**src/rtl/hilo_unit.sv**
```systemverilog
// HI/LO register file with a handshake to an external multi-cycle multiplier.
// Handles MULT/MADD/MSUB (signed and unsigned), MTHI/MTLO, flush, and a watchdog on the multiplier.
module hilo_unit #(
  parameter int unsigned WAIT_LIMIT = 31
) (
  input  logic        clk,
  input  logic        rst,
  input  logic        op_valid,
  input  logic [2:0]  op,
  input  logic [31:0] srca,
  input  logic [31:0] srcb,
  input  logic        wr_hi,
  input  logic        wr_lo,
  input  logic [31:0] wdata,
  input  logic        flush,
  output logic [31:0] hi_out,
  output logic [31:0] lo_out,
  output logic        stall,
  output logic        err,
  output logic        m_in_valid,
  output logic        m_sign,
  output logic [1:0]  m_mode,
  output logic [31:0] m_srca,
  output logic [31:0] m_srcb,
  output logic [31:0] m_in_hi,
  output logic [31:0] m_in_lo,
  input  logic        m_out_valid,
  input  logic [31:0] m_hi,
  input  logic [31:0] m_lo
);

  typedef enum logic {IDLE, BUSY} state_t;

  localparam logic [4:0] CNT_LAST = 5'(WAIT_LIMIT - 1);

  state_t      state_q, state_d;
  logic [31:0] hi_q, hi_d, lo_q, lo_d;
  logic        err_q, err_d;
  logic [4:0]  wait_cnt_q, wait_cnt_d;
  logic [31:0] srca_q, srca_d, srcb_q, srcb_d;
  logic [31:0] in_hi_q, in_hi_d, in_lo_q, in_lo_d;
  logic        sign_q, sign_d;
  logic [1:0]  mode_q, mode_d;

  logic        accept;
  logic        sign_dec;
  logic [1:0]  mode_dec;

  // Odd opcodes are the signed variants; pairs (1,2),(3,4),(5,6) share a mode.
  assign sign_dec = op[0];
  assign mode_dec = 2'((op - 3'd1) >> 1);
  assign accept   = (state_q == IDLE) && op_valid && (op != 3'd0) && (op != 3'd7) && !flush;

  always_comb begin
    state_d    = state_q;
    hi_d       = hi_q;
    lo_d       = lo_q;
    err_d      = err_q;
    wait_cnt_d = wait_cnt_q;
    srca_d     = srca_q;
    srcb_d     = srcb_q;
    in_hi_d    = in_hi_q;
    in_lo_d    = in_lo_q;
    sign_d     = sign_q;
    mode_d     = mode_q;
    stall      = 1'b0;
    case (state_q)
      IDLE: begin
        if (accept) begin
          srca_d     = srca;
          srcb_d     = srcb;
          sign_d     = sign_dec;
          mode_d     = mode_dec;
          in_hi_d    = hi_q;
          in_lo_d    = lo_q;
          wait_cnt_d = 5'd0;
          state_d    = BUSY;
          stall      = 1'b1;
        end else begin
          if (wr_hi) hi_d = wdata;
          if (wr_lo) lo_d = wdata;
        end
      end
      BUSY: begin
        wait_cnt_d = wait_cnt_q + 5'd1;
        // Flush wins over both completion and timeout.
        if (flush) begin
          state_d = IDLE;
        end else if (m_out_valid) begin
          hi_d    = m_hi;
          lo_d    = m_lo;
          state_d = IDLE;
        end else if (wait_cnt_q == CNT_LAST) begin
          err_d   = 1'b1;
          state_d = IDLE;
        end else begin
          stall = 1'b1;
        end
      end
      default: state_d = IDLE;
    endcase
  end

  always_ff @(posedge clk or posedge rst) begin
    if (rst) begin
      state_q    <= IDLE;
      hi_q       <= '0;
      lo_q       <= '0;
      err_q      <= 1'b0;
      wait_cnt_q <= '0;
      srca_q     <= '0;
      srcb_q     <= '0;
      in_hi_q    <= '0;
      in_lo_q    <= '0;
      sign_q     <= 1'b0;
      mode_q     <= 2'b00;
    end else begin
      state_q    <= state_d;
      hi_q       <= hi_d;
      lo_q       <= lo_d;
      err_q      <= err_d;
      wait_cnt_q <= wait_cnt_d;
      srca_q     <= srca_d;
      srcb_q     <= srcb_d;
      in_hi_q    <= in_hi_d;
      in_lo_q    <= in_lo_d;
      sign_q     <= sign_d;
      mode_q     <= mode_d;
    end
  end

  assign hi_out     = hi_q;
  assign lo_out     = lo_q;
  assign err        = err_q;
  assign m_in_valid = (state_q == BUSY);
  assign m_sign     = sign_q;
  assign m_mode     = mode_q;
  assign m_srca     = srca_q;
  assign m_srcb     = srcb_q;
  assign m_in_hi    = in_hi_q;
  assign m_in_lo    = in_lo_q;

endmodule
```
**config.mk**
```make
export PLATFORM = sky130hd
export DESIGN_NAME = hilo_unit
export DESIGN_NICKNAME = d
export VERILOG_FILES = /design/src/rtl/hilo_unit.sv
export SDC_FILE = /design/constraint.sdc
export NUM_CORES = 1
export LEC_CHECK = 0
export ABC_AREA = 1
export CAP_MARGIN = 20
export CORE_AREA = 2 2 142 144
export CTS_BUF_LIST = sky130_fd_sc_hd__clkbuf_16
export CTS_CLUSTER_SIZE = 20
export DETAILED_ROUTE_END_ITERATION = 6
export DIE_AREA = 0 0 144 146
export PLACE_DENSITY = 0.9
export SYNTH_ARGS = -nofsm -noshare
export SYNTH_HDL_FRONTEND = slang
export SYNTH_SLANG_ARGS = --single-unit
```
**constraint.sdc**
```tcl
create_clock -name clk -period 10.6 [get_ports clk]
set_input_delay 1.06 -clock clk [delete_from_list [all_inputs] [get_ports clk]]
set_output_delay 1.06 -clock clk [all_outputs]
set_load 0.02 [all_outputs]
```
==> results of run 1 <==
-- power breakdown --
| part | leakage, uW | internal, uW | switching (uW) |
|---|---|---|---|
| Clock | 0.000372 | 441 | 309 |
| Sequential | 0.00254 | 948 | 138 |
| Combinational | 0.00355 | 437 | 503 |
-- synth_stat cells --
master / n / area, um2
nand2_1: 586 / 2200
dfrtp_1: 202 / 5050
o21ai_0: 73 / 365
nand4_1: 66 / 413
buf_2: 41 / 205
inv_1: 40 / 150
clkbuf_1: 14 / 52.6
buf_6: 13 / 146
ha_1: 5 / 62.6
nand3_1: 5 / 25.0
buf_4: 4 / 30.0
nand3_2: 2 / 20.0
nor2_1: 2 / 7.51
or2_0: 2 / 12.5
a31o_2: 1 / 8.76
inv_2: 1 / 3.75
inv_4: 1 / 6.26
nand2_2: 1 / 6.26
nand2_4: 1 / 11.3
nor2_4: 1 / 11.3
o21ai_2: 1 / 8.76
xnor2_1: 1 / 8.76
-- per-layer routing --
| metal | vias to the layer above | wire [um] | global-route usage, % |
|---|---|---|---|
| met2 | 415 | 14100 | 44.5 |
| li1 | 4013 | - | - |
| met1 | 3981 | 11100 | 33.3 |
| met5 | - | 0 | 0 |
| met3 | 84 | 2840 | 6.81 |
| met4 | 0 | 1250 | 12.6 |
-- worst min-delay path, stage by stage, from the launching register on --
cell	delay, ns
dfrtp_1	0.34
nand2_1	0.05
nand2_1	0.06
-- final cells by class --
| class | count | share of cell area [%] |
|---|---|---|
| tap | 265 | 2.51 |
| timing repair buffer | 376 | 28.6 |
| multi-input combinational | 747 | 24.0 |
| clock inverter | 17 | 1.01 |
| sequential | 202 | 38.2 |
| antenna | 1 | 0.0189 |
| clock buffer | 23 | 4.35 |
| inverter | 42 | 1.29 |
-- flip-flops by register name, summed over array words and instances, names as in the netlist --
register and flops:
m_mode 2, err 1, m_srcb 32, lo_out 32, m_srca 32, m_in_valid 1, m_sign 1, wait_cnt_q 5
hi_out 32, m_in_lo 32, m_in_hi 32
-- cells by family (layout without fill, tap and decap cells) --
family                   Yosys count  after routing  share of synthesized area (%)
AND/OR/NAND/NOR                  666            666                           30.7
flip-flops                       202            202                           57.4
buffers and inverters            114            458                           6.75
AO/OA/AOI/OAI                     75             75                           4.35
adder cells (fa/ha/maj)            5              5                          0.710
XOR/XNOR                           1              1                         0.0994
other                              0              1                              0
-- worst max path at each step --
stage | from | endpoint | cells past startpoint
global route | op[0] | stall | 9
global placement | op[0] | stall | 9
CTS | op[0] | stall | 9
finish | op[0] | stall | 9
detailed placement | op[0] | stall | 9
floorplan | rst | err$_DFFE_PP0P_ | 1
-- per-stage QoR --
| step | total power (uW) | area, um2 | util, % | hold WS, ns |
|---|---|---|---|---|
| detailed placement | 2030 | 12500 | 64.6 | 0.464 |
| finish | 2780 | 13200 | 68.4 | 0.476 |
| floorplan | 1510 | 8810 | - | 0.459 |
| global placement | 2000 | 12500 | 64.5 | 0.461 |
| global route | 2910 | 13200 | 68.4 | 0.492 |
| CTS | 2790 | 13200 | 68.3 | 0.479 |
==> results.sh, run 1 <==
export IMPL_power_density_nw_per_um2=210
export IMPL_r2r_setup_slack_ns=7.40
export IMPL_dp_cells=1631
export IMPL_grt_pass1_vias=8350
export IMPL_min_path_cells=2
export IMPL_drt_pre_antenna_iters=5
export IMPL_vias=8493
export IMPL_totalWireLength_um=29300
export IMPL_peakVddDrop_mv=0.106
export IMPL_dieArea_um2=21000
export IMPL_drive_gt1_share_pct=3.55
export IMPL_die_width_um=144
export IMPL_post_cts_buffers=0
export IMPL_worstSetupPathType="input pin to output port"
export IMPL_period_share_pct=39.9
export IMPL_clkSlewWorstSetupHoldPaths_ns=0.06
export IMPL_routabilityCongestion=0.909
export IMPL_worstPathRequired_ns=9.54
export IMPL_cp_top_family="buffers and inverters"
export IMPL_fillers=1471
export IMPL_final_common_cell="nand2_1"
export IMPL_start_util_pct=45.6
export IMPL_grt_ovfl_total=0
export IMPL_netlist_area_um2=8810
export IMPL_max_cap_violations=0
export IMPL_r2r_end="hi_out[6]$_DFFE_PP0P_"
export IMPL_fin_worst_skew_ns=0.0110
export IMPL_critPathLaunchType="input pin"
export IMPL_hold_path_class="flop to flop"
export IMPL_mostFrequentLayoutCells="nand2_1 (586), clkdlybuf4s50_1 (367), dfrtp_1 (201), o21ai_0 (73), nand4_1 (66)"
export IMPL_grt_first_pass_wirelength_um=44700
export IMPL_cp_arrival_ns=3.17
export IMPL_cts_tree="yes"
export IMPL_finalCriticalPeriod_ns=4.23
export IMPL_instances_no_fill=1673
export IMPL_max_stage_delay_ns=0.65
export IMPL_r2r_start="m_in_valid$_DFF_PP0_"
export IMPL_die_y_um=146
export IMPL_dr_first_iter_drc_count=411
export IMPL_cts_resized_gates=0
export IMPL_vias_per_cell=5.08
export IMPL_fmax_mhz=236
export IMPL_status="finished clean"
export IMPL_setup_viol=0
export IMPL_ys_seq_area_share_pct=57.4
export IMPL_nets=1566
export IMPL_path_buf_inv=4
export IMPL_fin_ws_ns=6.37
export IMPL_grt_usage_pct=27.0
export IMPL_dpl_hpwl_um=21000
export IMPL_clkLatencyLatePin_ns=0.50
export IMPL_clock_root_buffer="clkbuf_16"
export IMPL_ys_types=22
export IMPL_p_leak_uw=0.00646
export IMPL_ys_ff_latch=202
export IMPL_drc=0
export IMPL_io_buffers=367
export IMPL_reg2reg_depth=5
export IMPL_finalSetupTns_ns=0
export IMPL_num_rows=51
export IMPL_rsz0062_at_grt="no"
export IMPL_finalMaxSlewViolations=0
export IMPL_ios=368
export IMPL_wl_per_cell_um=17.5
export IMPL_cts_hold_buf=0
export IMPL_path_cells="clkdlybuf4s50_1 > inv_1 > ha_1 > inv_1 > nand2_1 > nand2_1 > nand2_8 > o21ai_0 > clkdlybuf4s50_1"
export IMPL_slowest_stage="clkdlybuf4s50_1"
export IMPL_grt_antenna_before_repair=1
export IMPL_hold_viol=0
export IMPL_grt_max_degree=125
export IMPL_regArea_um2=5060
export IMPL_cts_buffers=22
export IMPL_syn2layout_area_growth_pct=50.2
export IMPL_ant_nets=0
export IMPL_synth_avg_cell_area_um2=8.29
export IMPL_path_max_fanout=64
export IMPL_place_ws_ns=6.36
export IMPL_yosys_warnings=0
export IMPL_syn_num_nets=1238
export IMPL_clock_sinks=202
export IMPL_relSlewSlack_pct=38.1
export IMPL_multi_input_comb_area_um2=3180
export IMPL_tightest_slew_ns=0.928
export IMPL_core_area_um2=19300
export IMPL_h_tree_depth=1
export IMPL_cts_path_max_buffers=3
export IMPL_min_to="m_srcb[27]$_DFFE_PP0P_"
export IMPL_cp_end_kind="output port"
export IMPL_postSynthCellCount=1063
export IMPL_hold_path_startpoint="m_srcb[27]$_DFFE_PP0P_"
Note: power is estimated with default switching activity, not from simulation.
==> run 2, diff against run 1 <==
Settings changed: CORE_AREA 2 2 142 144 to not set, CORE_UTILIZATION set to 43, DIE_AREA 0 0 144 146 to not set, PLACE_DENSITY 0.9 to 0.87.
Clock period 10.6 ns to 4.2 ns, I/O delays scaled along.
==> run 2 against run 1 <==
  * Combinational power grew to 2.5 times the previous value
  * Critical path depth unchanged
  * Sequential cell count unchanged
  * Routed wire length grew 1.2%
  * Clock-buffer cell count unchanged
  * Hold slack got worse by 0.064 ns
  * Register-to-register slack lost 5.4 ns
  * Critical endpoint unchanged
==> results.sh, run 2 (synthesis gave the netlist of run 1 again) <==
export IMPL_status="finished clean"
export IMPL_grt_usage_pct=27.8
export IMPL_ios=368
export IMPL_swShare_pct=34.2
export IMPL_cts_path_max_buffers=3
export IMPL_grt_ovfl_total=0
export IMPL_peakVddDrop_mv=0.228
export IMPL_num_rows=51
export IMPL_vias=8557
export IMPL_grt_max_degree=135
export IMPL_post_route_util_pct=67.0
export IMPL_cp_end_kind="output port"
export IMPL_setup_viol=0
export IMPL_regArea_um2=5060
export IMPL_drt_pre_antenna_iters=5
export IMPL_fin_worst_skew_ns=0.0111
export IMPL_final_common_cell="nand2_1"
export IMPL_power_internal_uw=4610
export IMPL_wl_per_cell_um=17.7
export IMPL_fillers=1541
export IMPL_syn2layout_area_growth_pct=50.4
export IMPL_critPathLaunch="op[0]"
export IMPL_r2r_end="hi_out[10]$_DFFE_PP0P_"
export IMPL_hold_viol=0
export IMPL_cts_hold_buf=0
export IMPL_clkLatencyLatePin_ns=0.50
export IMPL_die_width_um=145
export IMPL_cp_arrival_ns=2.51
export IMPL_worstPathRequired_ns=3.78
export IMPL_path_cells="clkdlybuf4s50_1 > inv_1 > ha_1 > inv_1 > nand2_1 > nand2_1 > nand2_8 > o21ai_0 > clkdlybuf4s50_1"
export IMPL_path_max_fanout=40
export IMPL_power_density_nw_per_um2=529
export IMPL_cts_tree="yes"
export IMPL_drive_gt1_share_pct=4.12
export IMPL_ant_nets=0
export IMPL_r2r_start="m_in_valid$_DFF_PP0_"
export IMPL_diodes=0
export IMPL_routabilityCongestion=0.857
export IMPL_clkSlewWorstSetupHoldPaths_ns=0.07
export IMPL_p_leak_uw=0.00646
export IMPL_cts_buffers=22
export IMPL_slowest_stage="clkdlybuf4s50_1"
export IMPL_nets=1570
export IMPL_worstSetupPathType="input pin to output port"
export IMPL_post_cts_buffers=0
export IMPL_p_clk_share_pct=26.8
export IMPL_totalWireLength_um=29600
export IMPL_vias_per_cell=5.11
export IMPL_dpl_hpwl_um=21100
export IMPL_finalSetupTns_ns=0
export IMPL_dieArea_um2=21100
export IMPL_relSlewSlack_pct=36.3
export IMPL_seqPwrFrac_pct=39.1
export IMPL_max_stage_delay_ns=0.67
export IMPL_mostFrequentLayoutCells="nand2_1 (586), clkdlybuf4s50_1 (367), dfrtp_1 (201), o21ai_0 (73), nand4_1 (66)"
export IMPL_rsz0062_at_grt="no"
export IMPL_finalCriticalPeriod_ns=2.93
export IMPL_grt_pass1_vias=8319
export IMPL_grt_first_pass_wirelength_um=46100
export IMPL_io_buffers=367
export IMPL_die_y_um=145
export IMPL_p_switching_uw=2400
export IMPL_finalMaxSlewViolations=0
export IMPL_core_area_um2=19800
export IMPL_pwr_share_comb_pct=34.1
export IMPL_grt_antenna_before_repair=0
export IMPL_dr_first_iter_drc_count=613
export IMPL_multi_input_comb_area_um2=3180
export IMPL_max_cap_violations=0
export IMPL_critPathLaunchType="input pin"
export IMPL_reg2reg_depth=6
export IMPL_clock_sinks=202
export IMPL_h_tree_depth=1
export IMPL_fmax_mhz=342
export IMPL_start_util_pct=44.5
export IMPL_period_share_pct=69.7
export IMPL_clock_root_buffer="clkbuf_16"
export IMPL_cts_resized_gates=0
export IMPL_tightest_slew_ns=0.956
export IMPL_hold_path_class="input pin to asynchronous set/reset pin"
export IMPL_r2r_setup_slack_ns=1.96
export IMPL_drc=0
-- run 2: layout make-up --
class | count | area share [%]
multi-input combinational | 747 | 24.0
clock buffer | 23 | 4.34
tap | 265 | 2.50
clock inverter | 15 | 0.935
timing repair buffer | 380 | 28.8
inverter | 42 | 1.26
sequential | 202 | 38.2
-- run 2: per-stage QoR --
stage	instance area, um2	total power (uW)	setup slack (ns)	cells	hold slack (ns)
2_1_floorplan	8810	3810	1.16	1063	0.459
3_3_place_gp	12500	5070	1.32	1635	0.460
3_5_place_dp	12500	5140	1.26	1635	0.464
4_1_cts	13200	7050	1.20	1673	0.415
5_1_grt	13200	7310	1.11	1674	0.462
6_report	13200	7010	1.27	1674	0.413
-- run 2: power by group through the flow --
stage | clock [uW] | sequential [uW] | combinational [uW]
2_1_floorplan | 0 | 3220 | 586
3_3_place_gp | 0 | 2740 | 2330
3_5_place_dp | 0 | 2760 | 2380
4_1_cts | 1920 | 2740 | 2400
5_1_grt | 1980 | 2790 | 2540
6_report | 1880 | 2740 | 2390
-- run 2: worst max-delay path by stage --
stage,endpoint,slack [ns]
CTS,m_in_valid,1.20
detailed placement,stall,1.26
global route,stall,1.11
global placement,stall,1.32
finish,stall,1.27
floorplan,err$_DFFE_PP0P_,1.16
-- run 2: metal layers --
layer	vias to the layer above	track usage, %	wire, um
met2	445	47.0	14200
met3	82	4.81	2290
met5	-	0	0
met1	4021	34.8	11800
met4	0	12.5	1270
li1	4009	-	-
-- run 2: critical path, delay by kind of cell --
family | cells | cell delay [ns]
and+or+nand+nor | 3 | 0.39
adders and majority gates | 1 | 0.20
AOI/OAI and AO/OA | 1 | 0.20
buffers and inverters | 4 | 1.29
==> run 3, diff against run 2 <==
Settings changed: CORE_UTILIZATION 43 to 39, PLACE_DENSITY 0.87 to 0.83.
Clock period 4.2 ns to 2.6 ns, I/O delays scaled along.
==> run 3 against run 2 <==
  * The flow now finishes with violations (design-rule violations)
  * Non-clock buffer count rose by 8
  * Cell count rose by 1.4%
  * Global-route usage is 2.9 points lower
  * Register-to-register slack lost 1.4 ns
  * Critical path depth shrank 3
  * Worst setup slack lost 0.77 ns
  * Critical path type is now flop to output port
  * Largest power group unchanged
==> results.sh, run 3 (synthesis gave the netlist of run 1 again) <==
export IMPL_tightest_slew_ns=0.790
export IMPL_fillers=1859
export IMPL_clkLatencyLatePin_ns=0.49
export IMPL_fin_worst_skew_ns=0.00638
export IMPL_clock_sinks=202
export IMPL_relSlewSlack_pct=47.4
export IMPL_cp_depth=6
export IMPL_dr_first_iter_drc_count=605
export IMPL_grt_antenna_before_repair=1
export IMPL_max_stage_delay_ns=0.58
export IMPL_dieArea_um2=23200
export IMPL_drc=30
export IMPL_core_area_um2=22000
export IMPL_pwr_share_comb_pct=34.2
export IMPL_hold_path_class="input pin to asynchronous set/reset pin"
export IMPL_p_switching_uw=3810
export IMPL_finalMaxSlewViolations=0
export IMPL_die_width_um=152
export IMPL_violations="design-rule violations"
export IMPL_p_clk_share_pct=26.8
export IMPL_rsz0062_at_grt="no"
export IMPL_nets=1578
export IMPL_cts_buffers=22
export IMPL_cp_end_kind="output port"
export IMPL_multi_input_comb_area_um2=3180
export IMPL_path_cells="inv_4 > nand2_2 > nor2_4 > nand2_8 > o21ai_0 > dlymetal6s2s_1"
export IMPL_path_max_fanout=20
export IMPL_diodes=0
export IMPL_die_y_um=152
export IMPL_cts_hold_buf=0
export IMPL_peakVddDrop_mv=0.446
export IMPL_totalWireLength_um=28900
export IMPL_ios=368
export IMPL_final_common_cell="nand2_1"
export IMPL_ant_nets=0
export IMPL_grt_max_degree=103
export IMPL_clock_root_buffer="clkbuf_16"
export IMPL_syn2layout_area_growth_pct=51.6
export IMPL_swShare_pct=33.8
export IMPL_seqPwrFrac_pct=39.1
export IMPL_clkSlewWorstSetupHoldPaths_ns=0.06
export IMPL_slowest_stage="dfrtp_4"
export IMPL_period_share_pct=80.6
export IMPL_finalCriticalPeriod_ns=2.10
export IMPL_mostFrequentLayoutCells="nand2_1 (586), clkdlybuf4s50_1 (366), dfrtp_1 (201), o21ai_0 (73), nand4_1 (66)"
export IMPL_instances_no_fill=1697
export IMPL_drt_pre_antenna_iters=7
export IMPL_start_util_pct=40.1
export IMPL_grt_ovfl_total=0
export IMPL_cp_arrival_ns=1.84
export IMPL_max_cap_violations=0
export IMPL_wl_per_cell_um=17.0
export IMPL_power_internal_uw=7450
export IMPL_p_leak_uw=0.00652
export IMPL_vias=8346
export IMPL_grt_first_pass_wirelength_um=45700
export IMPL_setup_viol=0
export IMPL_power_total_uw=11300
export IMPL_drive_gt1_share_pct=4.23
export IMPL_dpl_hpwl_um=21000
export IMPL_worstPathRequired_ns=2.34
export IMPL_power_density_nw_per_um2=843
export IMPL_path_buf_inv=2
export IMPL_worstSetupPathType="flop to output port"
export IMPL_critPathLaunchType="flop"
export IMPL_num_rows=54
export IMPL_grt_usage_pct=25.0
export IMPL_routabilityCongestion=0.856
export IMPL_cts_tree="yes"
export IMPL_io_buffers=367
export IMPL_cts_path_max_buffers=3
export IMPL_fmax_mhz=477
export IMPL_regArea_um2=5060
export IMPL_h_tree_depth=1
export IMPL_holdWs_ns=0.289
export IMPL_vias_per_cell=4.92
export IMPL_hold_viol=0
export IMPL_dp_cells=1659
export IMPL_reg2reg_depth=9
export IMPL_status="finished, violations left"
export IMPL_cp_top_family="flip-flops"
export IMPL_grt_pass1_vias=8244
## run 3: repair_timing
item                                    4_1_cts  5_1_grt
setup buffers                                 0        0
endpoints found under the setup margin        0        1
resized for setup                             0        1
## run 3: worst min-delay path: stages
cell and delay (ns):
clkdlybuf4s50_1 0.44, clkinvlp_4 0.11, buf_12 0.40
## run 3: path summary, 6_finish.rpt
kind | start | slack [ns] | endpoint
max in group asynchronous | rst | 1.65 | m_srca[20]$_DFFE_PP0P_
max reg2reg | m_in_valid$_DFF_PP0_ | 0.57 | lo_out[4]$_DFFE_PP0P_
min | rst | 0.29 | lo_out[13]$_DFFE_PP0P_
min reg2reg | m_in_hi[20]$_DFFE_PP0P_ | 0.48 | m_in_hi[20]$_DFFE_PP0P_
max | m_in_valid$_DFF_PP0_ | 0.50 | stall
min in group clk | srcb[28] | 0.30 | m_srcb[28]$_DFFE_PP0P_
## run 3: layout make-up
cell class | instances | area share (%)
sequential | 202 | 37.9
timing repair buffer | 388 | 29.3
multi-input combinational | 747 | 23.8
clock buffer | 23 | 4.31
tap | 280 | 2.62
inverter | 42 | 1.25
clock inverter | 15 | 0.862
## run 3: stage by stage
step	setup TNS [ns]	worst slack, ns	instance area (um2)	util [%]
final	0	0.504	13400	60.8
after global routing	0	0.390	13400	60.8
after CTS	0	0.0737	13300	60.8
after detailed placement	0	0.195	12700	57.6
after global placement	0	0.273	12700	57.6
after floorplan	-55.81	-0.276	8810	-
## run 3: metal layers
metal / track usage (%) / wire length, um / vias to the layer above / part of all wire (%)
li1: - / - / 4020 / -
met1: 31.9 / 11700 / 3916 / 41
met2: 42.2 / 13900 / 362 / 48
met3: 5.55 / 2500 / 48 / 8.7
met4: 7.92 / 767 / 0 / 2.7
met5: 0 / 0 / - / 0
## run 3: power by group through the flow
| stage | logic [uW] | clock network [uW] | registers [uW] |
|---|---|---|---|
| 4_1_cts | 3880 | 3090 | 4400 |
| 6_report | 3850 | 3010 | 4400 |
| 5_1_grt | 4120 | 3230 | 4490 |
| 2_1_floorplan | 946 | 0 | 5210 |
| 3_3_place_gp | 3790 | 0 | 4430 |
| 3_5_place_dp | 3870 | 0 | 4440 |
